`src/rtl/cpu_mem_access_ctrl_pkg.sv`:
```
// Shared types and helpers for the CPU memory access controller.
package cpu_mem_access_ctrl_pkg;

    localparam int unsigned CPU_ADDR_W = 32;

    typedef enum logic [1:0] {
        ReqDataSz8  = 2'd0,
        ReqDataSz16 = 2'd1,
        ReqDataSz32 = 2'd2,
        ReqDataSz48 = 2'd3
    } ReqDataSz;

    typedef enum logic [1:0] {
        IDLE  = 2'd0,
        ISSUE = 2'd1,
        DONE  = 2'd2
    } MemCtrlState;

    typedef enum logic {
        DirRead  = 1'b0,
        DirWrite = 1'b1
    } MemDir;

    typedef struct packed {
        logic [CPU_ADDR_W-1:0] addr;
        ReqDataSz              size;
        MemDir                 dir;
        logic [31:0]           wdata;
    } StrcMemCtrlReq;

    // 48-bit accesses only exist for fetch; a 48-bit write collapses to 32 bits.
    function automatic logic [2:0] req_size_to_nbytes(input ReqDataSz size, input MemDir dir);
        logic [2:0] n;
        case (size)
            ReqDataSz8:  n = 3'd1;
            ReqDataSz16: n = 3'd2;
            ReqDataSz32: n = 3'd4;
            default:     n = (dir == DirWrite) ? 3'd4 : 3'd6;
        endcase
        return n;
    endfunction

    function automatic logic [2:0] beat_count(input logic addr_lsb, input logic [2:0] nbytes);
        logic [3:0] sum;
        sum = {3'b000, addr_lsb} + {1'b0, nbytes} + 4'd1;
        return sum[3:1];
    endfunction

endpackage

```
`src/rtl/cpu_mem_access_ctrl_lane_calc.sv`:
```
// Per-beat halfword address, byte lanes, lane-aligned write data and read byte offset.
module cpu_mem_lane_calc
    import cpu_mem_access_ctrl_pkg::*;
#(
    parameter int unsigned ADDR_W = 32
) (
    input  logic [ADDR_W-1:0] addr_i,
    input  logic [2:0]        nbytes_i,
    input  logic [1:0]        beat_idx_i,
    input  logic [31:0]       wdata_i,
    output logic [ADDR_W-1:0] mem_addr_o,
    output logic [1:0]        byte_en_o,
    output logic [15:0]       wr_data_o,
    output logic [2:0]        rd_off_o
);

    logic [2:0] beats;

    assign beats      = beat_count(addr_i[0], nbytes_i);
    assign mem_addr_o = {addr_i[ADDR_W-1:1], 1'b0} + ADDR_W'({beat_idx_i, 1'b0});
    // Offset of the low lane relative to the request address; wraps to 7 (-1) on an odd first beat.
    assign rd_off_o   = {beat_idx_i, 1'b0} - {2'b00, addr_i[0]};

    always_comb begin
        byte_en_o = 2'b11;
        if ((beat_idx_i == 2'd0) && addr_i[0]) begin
            byte_en_o[0] = 1'b0;
        end
        if (({1'b0, beat_idx_i} == beats - 3'd1) && (addr_i[0] ^ nbytes_i[0])) begin
            byte_en_o[1] = 1'b0;
        end
    end

    generate
        for (genvar gi = 0; gi < 2; gi++) begin : g_lane
            logic [2:0] off;
            assign off = rd_off_o + 3'(gi);
            assign wr_data_o[gi*8 +: 8] = (byte_en_o[gi] && !off[2])
                                        ? wdata_i[{off[1:0], 3'b000} +: 8] : 8'h00;
        end
    endgenerate

endmodule

```
`src/rtl/cpu_mem_access_ctrl.sv`:
```
// Splits CPU memory requests into 16-bit bus beats and assembles read data.
// Optional per-beat ack timeout enabled by defining CPU_MEM_TIMEOUT_EN.
module cpu_mem_access_ctrl
    import cpu_mem_access_ctrl_pkg::*;
#(
    parameter int unsigned ADDR_W         = CPU_ADDR_W,
    parameter int unsigned TIMEOUT_CYCLES = 255
) (
    input  logic              clk,
    input  logic              rst,
    input  logic              cpu_req_rd,
    input  logic              cpu_req_wr,
    input  logic [1:0]        cpu_req_size,
    input  logic [ADDR_W-1:0] cpu_addr,
    input  logic [31:0]       cpu_wr_data,
    output logic              cpu_enable,
    output logic [47:0]       cpu_data_in,
    output logic              mem_req,
    output logic              mem_we,
    output logic [ADDR_W-1:0] mem_addr,
    output logic [1:0]        mem_byte_en,
    output logic [15:0]       mem_wr_data,
    input  logic              mem_ack,
    input  logic [15:0]       mem_rd_data,
    output logic              bus_err
);

    MemCtrlState        state_q, state_d;
    StrcMemCtrlReq      req_q, req_d;
    logic [1:0]         idx_q, idx_d;
    logic [5:0][7:0]    data_q, data_d;
    logic               mem_req_q, mem_req_d;
    logic               mem_we_q;
    logic [ADDR_W-1:0]  mem_addr_q;
    logic [1:0]         mem_byte_en_q;
    logic [15:0]        mem_wr_data_q;
    logic [2:0]         rd_off_q;
    logic               load_beat;
    logic               last_beat;
    logic               timeout_hit;
    logic [2:0]         beats_q;

    logic [ADDR_W-1:0]  lc_mem_addr;
    logic [1:0]         lc_byte_en;
    logic [15:0]        lc_wr_data;
    logic [2:0]         lc_rd_off;

    // Lane calculator looks at the beat about to be issued, so outputs can be registered.
    cpu_mem_lane_calc #(.ADDR_W(ADDR_W)) u_lane_calc (
        .addr_i     (ADDR_W'(req_d.addr)),
        .nbytes_i   (req_size_to_nbytes(req_d.size, req_d.dir)),
        .beat_idx_i (idx_d),
        .wdata_i    (req_d.wdata),
        .mem_addr_o (lc_mem_addr),
        .byte_en_o  (lc_byte_en),
        .wr_data_o  (lc_wr_data),
        .rd_off_o   (lc_rd_off)
    );

    assign beats_q   = beat_count(req_q.addr[0], req_size_to_nbytes(req_q.size, req_q.dir));
    assign last_beat = ({1'b0, idx_q} == beats_q - 3'd1);

`ifdef CPU_MEM_TIMEOUT_EN
    localparam int unsigned TMO_W = $clog2(TIMEOUT_CYCLES + 1);
    logic [TMO_W-1:0] tmo_q, tmo_d;
    logic             bus_err_q;

    assign timeout_hit = (state_q == ISSUE) && !mem_ack && (tmo_q == TMO_W'(TIMEOUT_CYCLES - 1));

    always_comb begin
        tmo_d = '0;
        if ((state_q == ISSUE) && !mem_ack && !timeout_hit) begin
            tmo_d = tmo_q + TMO_W'(1);
        end
    end

    always_ff @(posedge clk or posedge rst) begin
        if (rst) begin
            tmo_q     <= '0;
            bus_err_q <= 1'b0;
        end else begin
            tmo_q     <= tmo_d;
            bus_err_q <= timeout_hit;
        end
    end

    assign bus_err = bus_err_q;
`else
    assign timeout_hit = 1'b0;
    assign bus_err     = 1'b0;
`endif

    always_comb begin
        state_d   = state_q;
        req_d     = req_q;
        idx_d     = idx_q;
        mem_req_d = 1'b0;
        load_beat = 1'b0;
        case (state_q)
            IDLE: begin
                if (cpu_req_rd || cpu_req_wr) begin
                    req_d.addr  = CPU_ADDR_W'(cpu_addr);
                    req_d.size  = ReqDataSz'(cpu_req_size);
                    req_d.dir   = cpu_req_rd ? DirRead : DirWrite;
                    req_d.wdata = cpu_wr_data;
                    idx_d       = 2'd0;
                    load_beat   = 1'b1;
                    mem_req_d   = 1'b1;
                    state_d     = ISSUE;
                end
            end
            ISSUE: begin
                mem_req_d = 1'b1;
                if (mem_ack) begin
                    if (last_beat) begin
                        mem_req_d = 1'b0;
                        state_d   = DONE;
                    end else begin
                        idx_d     = idx_q + 2'd1;
                        load_beat = 1'b1;
                    end
                end else if (timeout_hit) begin
                    mem_req_d = 1'b0;
                    state_d   = DONE;
                end
            end
            DONE:    state_d = IDLE;
            default: state_d = IDLE;
        endcase
    end

    always_comb begin
        logic [2:0] off;
        data_d = data_q;
        off    = 3'd0;
        if ((state_q == IDLE) && (cpu_req_rd || cpu_req_wr)) begin
            data_d = '0;
        end else if ((state_q == ISSUE) && mem_ack) begin
            for (int l = 0; l < 2; l++) begin
                off = rd_off_q + 3'(l);
                if (mem_byte_en_q[l] && (off < 3'd6)) begin
                    data_d[off] = mem_rd_data[l*8 +: 8];
                end
            end
        end else if (timeout_hit) begin
            data_d = '1;
        end
    end

    always_ff @(posedge clk or posedge rst) begin
        if (rst) begin
            state_q       <= IDLE;
            req_q         <= '0;
            idx_q         <= 2'd0;
            data_q        <= '0;
            mem_req_q     <= 1'b0;
            mem_we_q      <= 1'b0;
            mem_addr_q    <= '0;
            mem_byte_en_q <= 2'b00;
            mem_wr_data_q <= 16'h0000;
            rd_off_q      <= 3'd0;
        end else begin
            state_q   <= state_d;
            req_q     <= req_d;
            idx_q     <= idx_d;
            data_q    <= data_d;
            mem_req_q <= mem_req_d;
            if (load_beat) begin
                mem_we_q      <= (req_d.dir == DirWrite);
                mem_addr_q    <= lc_mem_addr;
                mem_byte_en_q <= lc_byte_en;
                mem_wr_data_q <= lc_wr_data;
                rd_off_q      <= lc_rd_off;
            end
        end
    end

    assign cpu_enable  = ((state_q == IDLE) && !cpu_req_rd && !cpu_req_wr) || (state_q == DONE);
    assign cpu_data_in = data_q;
    assign mem_req     = mem_req_q;
    assign mem_we      = mem_we_q;
    assign mem_addr    = mem_addr_q;
    assign mem_byte_en = mem_byte_en_q;
    assign mem_wr_data = mem_wr_data_q;

endmodule

```
`config.mk`:
```
export PLATFORM = sky130hd
export DESIGN_NAME = cpu_mem_access_ctrl
export DESIGN_NICKNAME = d
export VERILOG_FILES = /design/src/rtl/cpu_mem_access_ctrl_pkg.sv /design/src/rtl/cpu_mem_access_ctrl_lane_calc.sv /design/src/rtl/cpu_mem_access_ctrl.sv
export SDC_FILE = /design/constraint.sdc
export NUM_CORES = 1
export LEC_CHECK = 0
export CORE_MARGIN = 10
export CORE_UTILIZATION = 45
export CTS_CLUSTER_DIAMETER = 50
export DETAILED_ROUTE_END_ITERATION = 7
export PLACE_DENSITY_LB_ADDON = 0.2
export SLEW_MARGIN = 30
export SYNTH_ARGS = -nofsm -noshare
export SYNTH_HDL_FRONTEND = slang
export SYNTH_HIERARCHICAL = 1
export SYNTH_SLANG_ARGS = --single-unit
```
`constraint.sdc`:
```
create_clock -name clk -period 5.6 [get_ports clk]
set_input_delay 0.84 -clock clk [delete_from_list [all_inputs] [get_ports clk]]
set_output_delay 0.84 -clock clk [all_outputs]
set_load 0.01 [all_outputs]
```
==> results.ini <==
[floorplanning]
die-height_um = 164
rows = 52
die_w_um = 164
pin_count = 189
dieArea_mm2 = 0.0269
coreArea_mm2 = 0.0203
start_util_pct = 45.9

[cells_and_area]
utilization_pct = 58.8
postLayoutCellArea_mm2 = 0.0119
drive_gt1_share_pct = 15.7
final_cells = 1340
final.fill_count = 1747
antenna_cells = 0
final_nets = 1154
synthToLayoutAreaGrowth_pct = 28.3

[timing]
slew_headroom_pct = 47.2
hold_viol = 0
setup_viol = 0
tns_ns = 0
period_share_pct = 78.4
finClkSkew_ns = 0.0109
whs_ns = 0.484
min_period_ns = 4.39
worst_pin_slew_ns = 0.791
max_freq_ghz = 0.228
slew_violations = 0
rsz0062_at_grt = false

[hold_path]
min_path_cells = 2
min_from = req_q[36]
hold_end = req_q[36]
hp-class = reg2reg

[routing]
drt_wl_total_mm = 25.8
drt_pass1_iterations = 5
via_per_inst = 5.35
post_drt_wl_per_cell_um = 19.3
drc_errors = 0
vias = 7168
drtAntennaViolNets = 0
drt_iter0_drc = 438

[synthesis]
ys_async_sr_fraction_pct = 100
netlist_area_mm2 = 0.00931
synth_warnings = 6
synth_fa_ha_area_share_pct = 1.42
synth-edff-count = 0
synthFlopType = dfrtp_1
synth-xor-area-share_pct = 3.76
synth_top_family_by_area = simple AND/OR/NAND/NOR gates
seq_area_frac_synth_pct = 46.7
ys_ff_latch = 174
ys_types = 59
synthesis.nets = 995
muxShareOfSynthArea_pct = 16.7
syn-mean-instance-area_um2 = 10.4
synth_compound_area_share_pct = 6.58
synth-simple-area-share_pct = 20.6
syn_inst = 898

[placed_design]
dp.cells = 1308
hpwl_mm = 18.4
io_buffers = 187
gp_congestion = 0.848
dpl-instance-area_mm2 = 0.0113

[job]
max_cap_viol_count = 0

[clock_tree]
cts.sinks = 174
ctsHtreeMaxLevel = 4
ctsHoldBuffers = 0
post_cts_buffers = 0
clock_latency_ns = 0.43
root_buffer = clkbuf_16
cts_tree = built
clk_pin_slew_worst_paths_ns = 0.07
cts_made_buffers = 17
cts_resized = 0
clock_path_buffers = 2

[setup_path]
r2r_cells = 15
path_max_fanout = 6
worstSetupStartpointType = register
r2r-end = mem_addr[25]
reg2reg_from = req_q[35]
critPathRequiredTime_ns = 5.92
rrSetupSlack_ns = 1.21
cp.arrival_ns = 4.70
endpoint_kind = register
worstSetupPathType = reg2reg

[global_route]
antenna_found_initial = 0
grt_pass1_wl_mm = 40.9
grt_pass1_vias = 7286
overflow = 0
grt_max_degree = 98
grt_util_all_layers_pct = 19.2

[power]
powerDensity_mw_per_mm2 = 683
ir_drop_v = 0.000405
p_leak_nw = 5.32

[run_status]
run_status = finished, final reports clean

## critical path, cell delays in order (launching register included)
cell,delay (ns)
dfrtp_1,0.41
o21bai_1,0.17
ha_1,0.31
inv_1,0.05
ha_1,0.29
xor2_1,0.15
nand2_1,0.14
a211o_4,0.37
mux2i_1,0.37
ha_1,0.26
inv_1,0.06
fa_1,0.52
nor3_1,0.56
nand4_1,0.19
xnor2_1,0.18
mux2_4,0.26
## area by class of cell
| cell class | count | area (um2) | share of cell area (%) |
|---|---|---|---|
| clock buffers | 21 | 480 | 4.02 |
| clock inverters | 11 | 128 | 1.07 |
| inverters | 16 | 67.6 | 0.566 |
| multi-input cells | 648 | 4600 | 38.5 |
| flip-flops and latches | 174 | 4350 | 36.5 |
| well taps | 270 | 338 | 2.83 |
| repair buffers | 200 | 1970 | 16.5 |
## cell families (layout without fill, tap and decap cells)
kind of cell / count (synthesis) / after routing
other: 2 / 2
XOR/XNOR: 40 / 40
flip-flops: 174 / 174
adder cells (fa/ha/maj): 10 / 10
AND/OR/NAND/NOR: 410 / 410
multiplexers: 106 / 106
buffers and inverters: 76 / 248
AO/OA/AOI/OAI: 80 / 80
## layout by cell type (no fill, tap or decap), types with 16 or more instances in the layout
master | synthesis | routed
clkbuf_16 | 0 | 17
clkdlybuf4s50_1 | 0 | 187
dfrtp_1 | 174 | 174
mux2_2 | 37 | 37
mux2_4 | 49 | 49
mux4_2 | 16 | 16
nand2_1 | 267 | 266
nand2b_1 | 16 | 16
nand3_1 | 43 | 43
o211ai_1 | 48 | 48
xnor2_1 | 25 | 25
## how the worst max path moves through the flow
| stage | from | end | slack [ns] | depth (start not counted) |
|---|---|---|---|---|
| 2_1_floorplan | rst | cpu_data_in[0] | 0.04 | 1 |
| 3_3_place_gp | cpu_req_rd | mem_addr[25] | 1.10 | 13 |
| 3_5_place_dp | cpu_req_rd | mem_addr[25] | 0.98 | 13 |
| 4_1_cts | req_q[35] | mem_addr[25] | 1.22 | 15 |
| 5_1_grt | req_q[34] | mem_addr[25] | 0.89 | 15 |
| 6_report | req_q[35] | mem_addr[25] | 1.21 | 15 |
## routing by layer
layer | share of wire [%] | track usage [%] | routed length (um)
met5 | 0 | 0 | 0
met4 | 0.86 | 4.71 | 223
met3 | 5.3 | 4.61 | 1360
met2 | 49 | 31.9 | 12700
met1 | 45 | 24.8 | 11600
## synth_stat cells (13+ instances only)
cell	number	area, um2
dfrtp_1	174	4350
clkbuf_1	24	90.1
xor2_1	15	131
nand2_1	267	1000
nand2b_1	16	100
o2111ai_1	15	131
mux2_2	37	417
xnor2_1	25	219
buf_2	20	100
mux4_2	16	360
nand3_1	43	215
inv_1	16	60.1
mux2_4	49	736
o211ai_1	48	360
nand4_1	13	81.3
## state kept, by name, indices dropped and copies added (netlist names)
name,count
cpu_data_in,48
idx_q,2
mem_addr,32
mem_byte_en,2
mem_req,1
mem_we,1
mem_wr_data,16
rd_off_q,3
req_q,67
state_q,2
## report_power, final
part | switching (mW) | internal (mW) | leakage, nW
clock network | 0.516 | 0.709 | 0.292
logic | 2.28 | 2.49 | 2.84
registers | 0.330 | 1.84 | 2.19
total | 3.12 | 5.04 | 5.32
## through the flow
step,setup slack [ns],total power [mW]
after CTS,1.22,8.25
after global routing,0.888,8.73
after floorplan,0.0432,5.66
after detailed placement,0.976,6.99
after global placement,1.10,6.89
final,1.21,8.16
No activity file was read; power rests on OpenSTA's default activity.
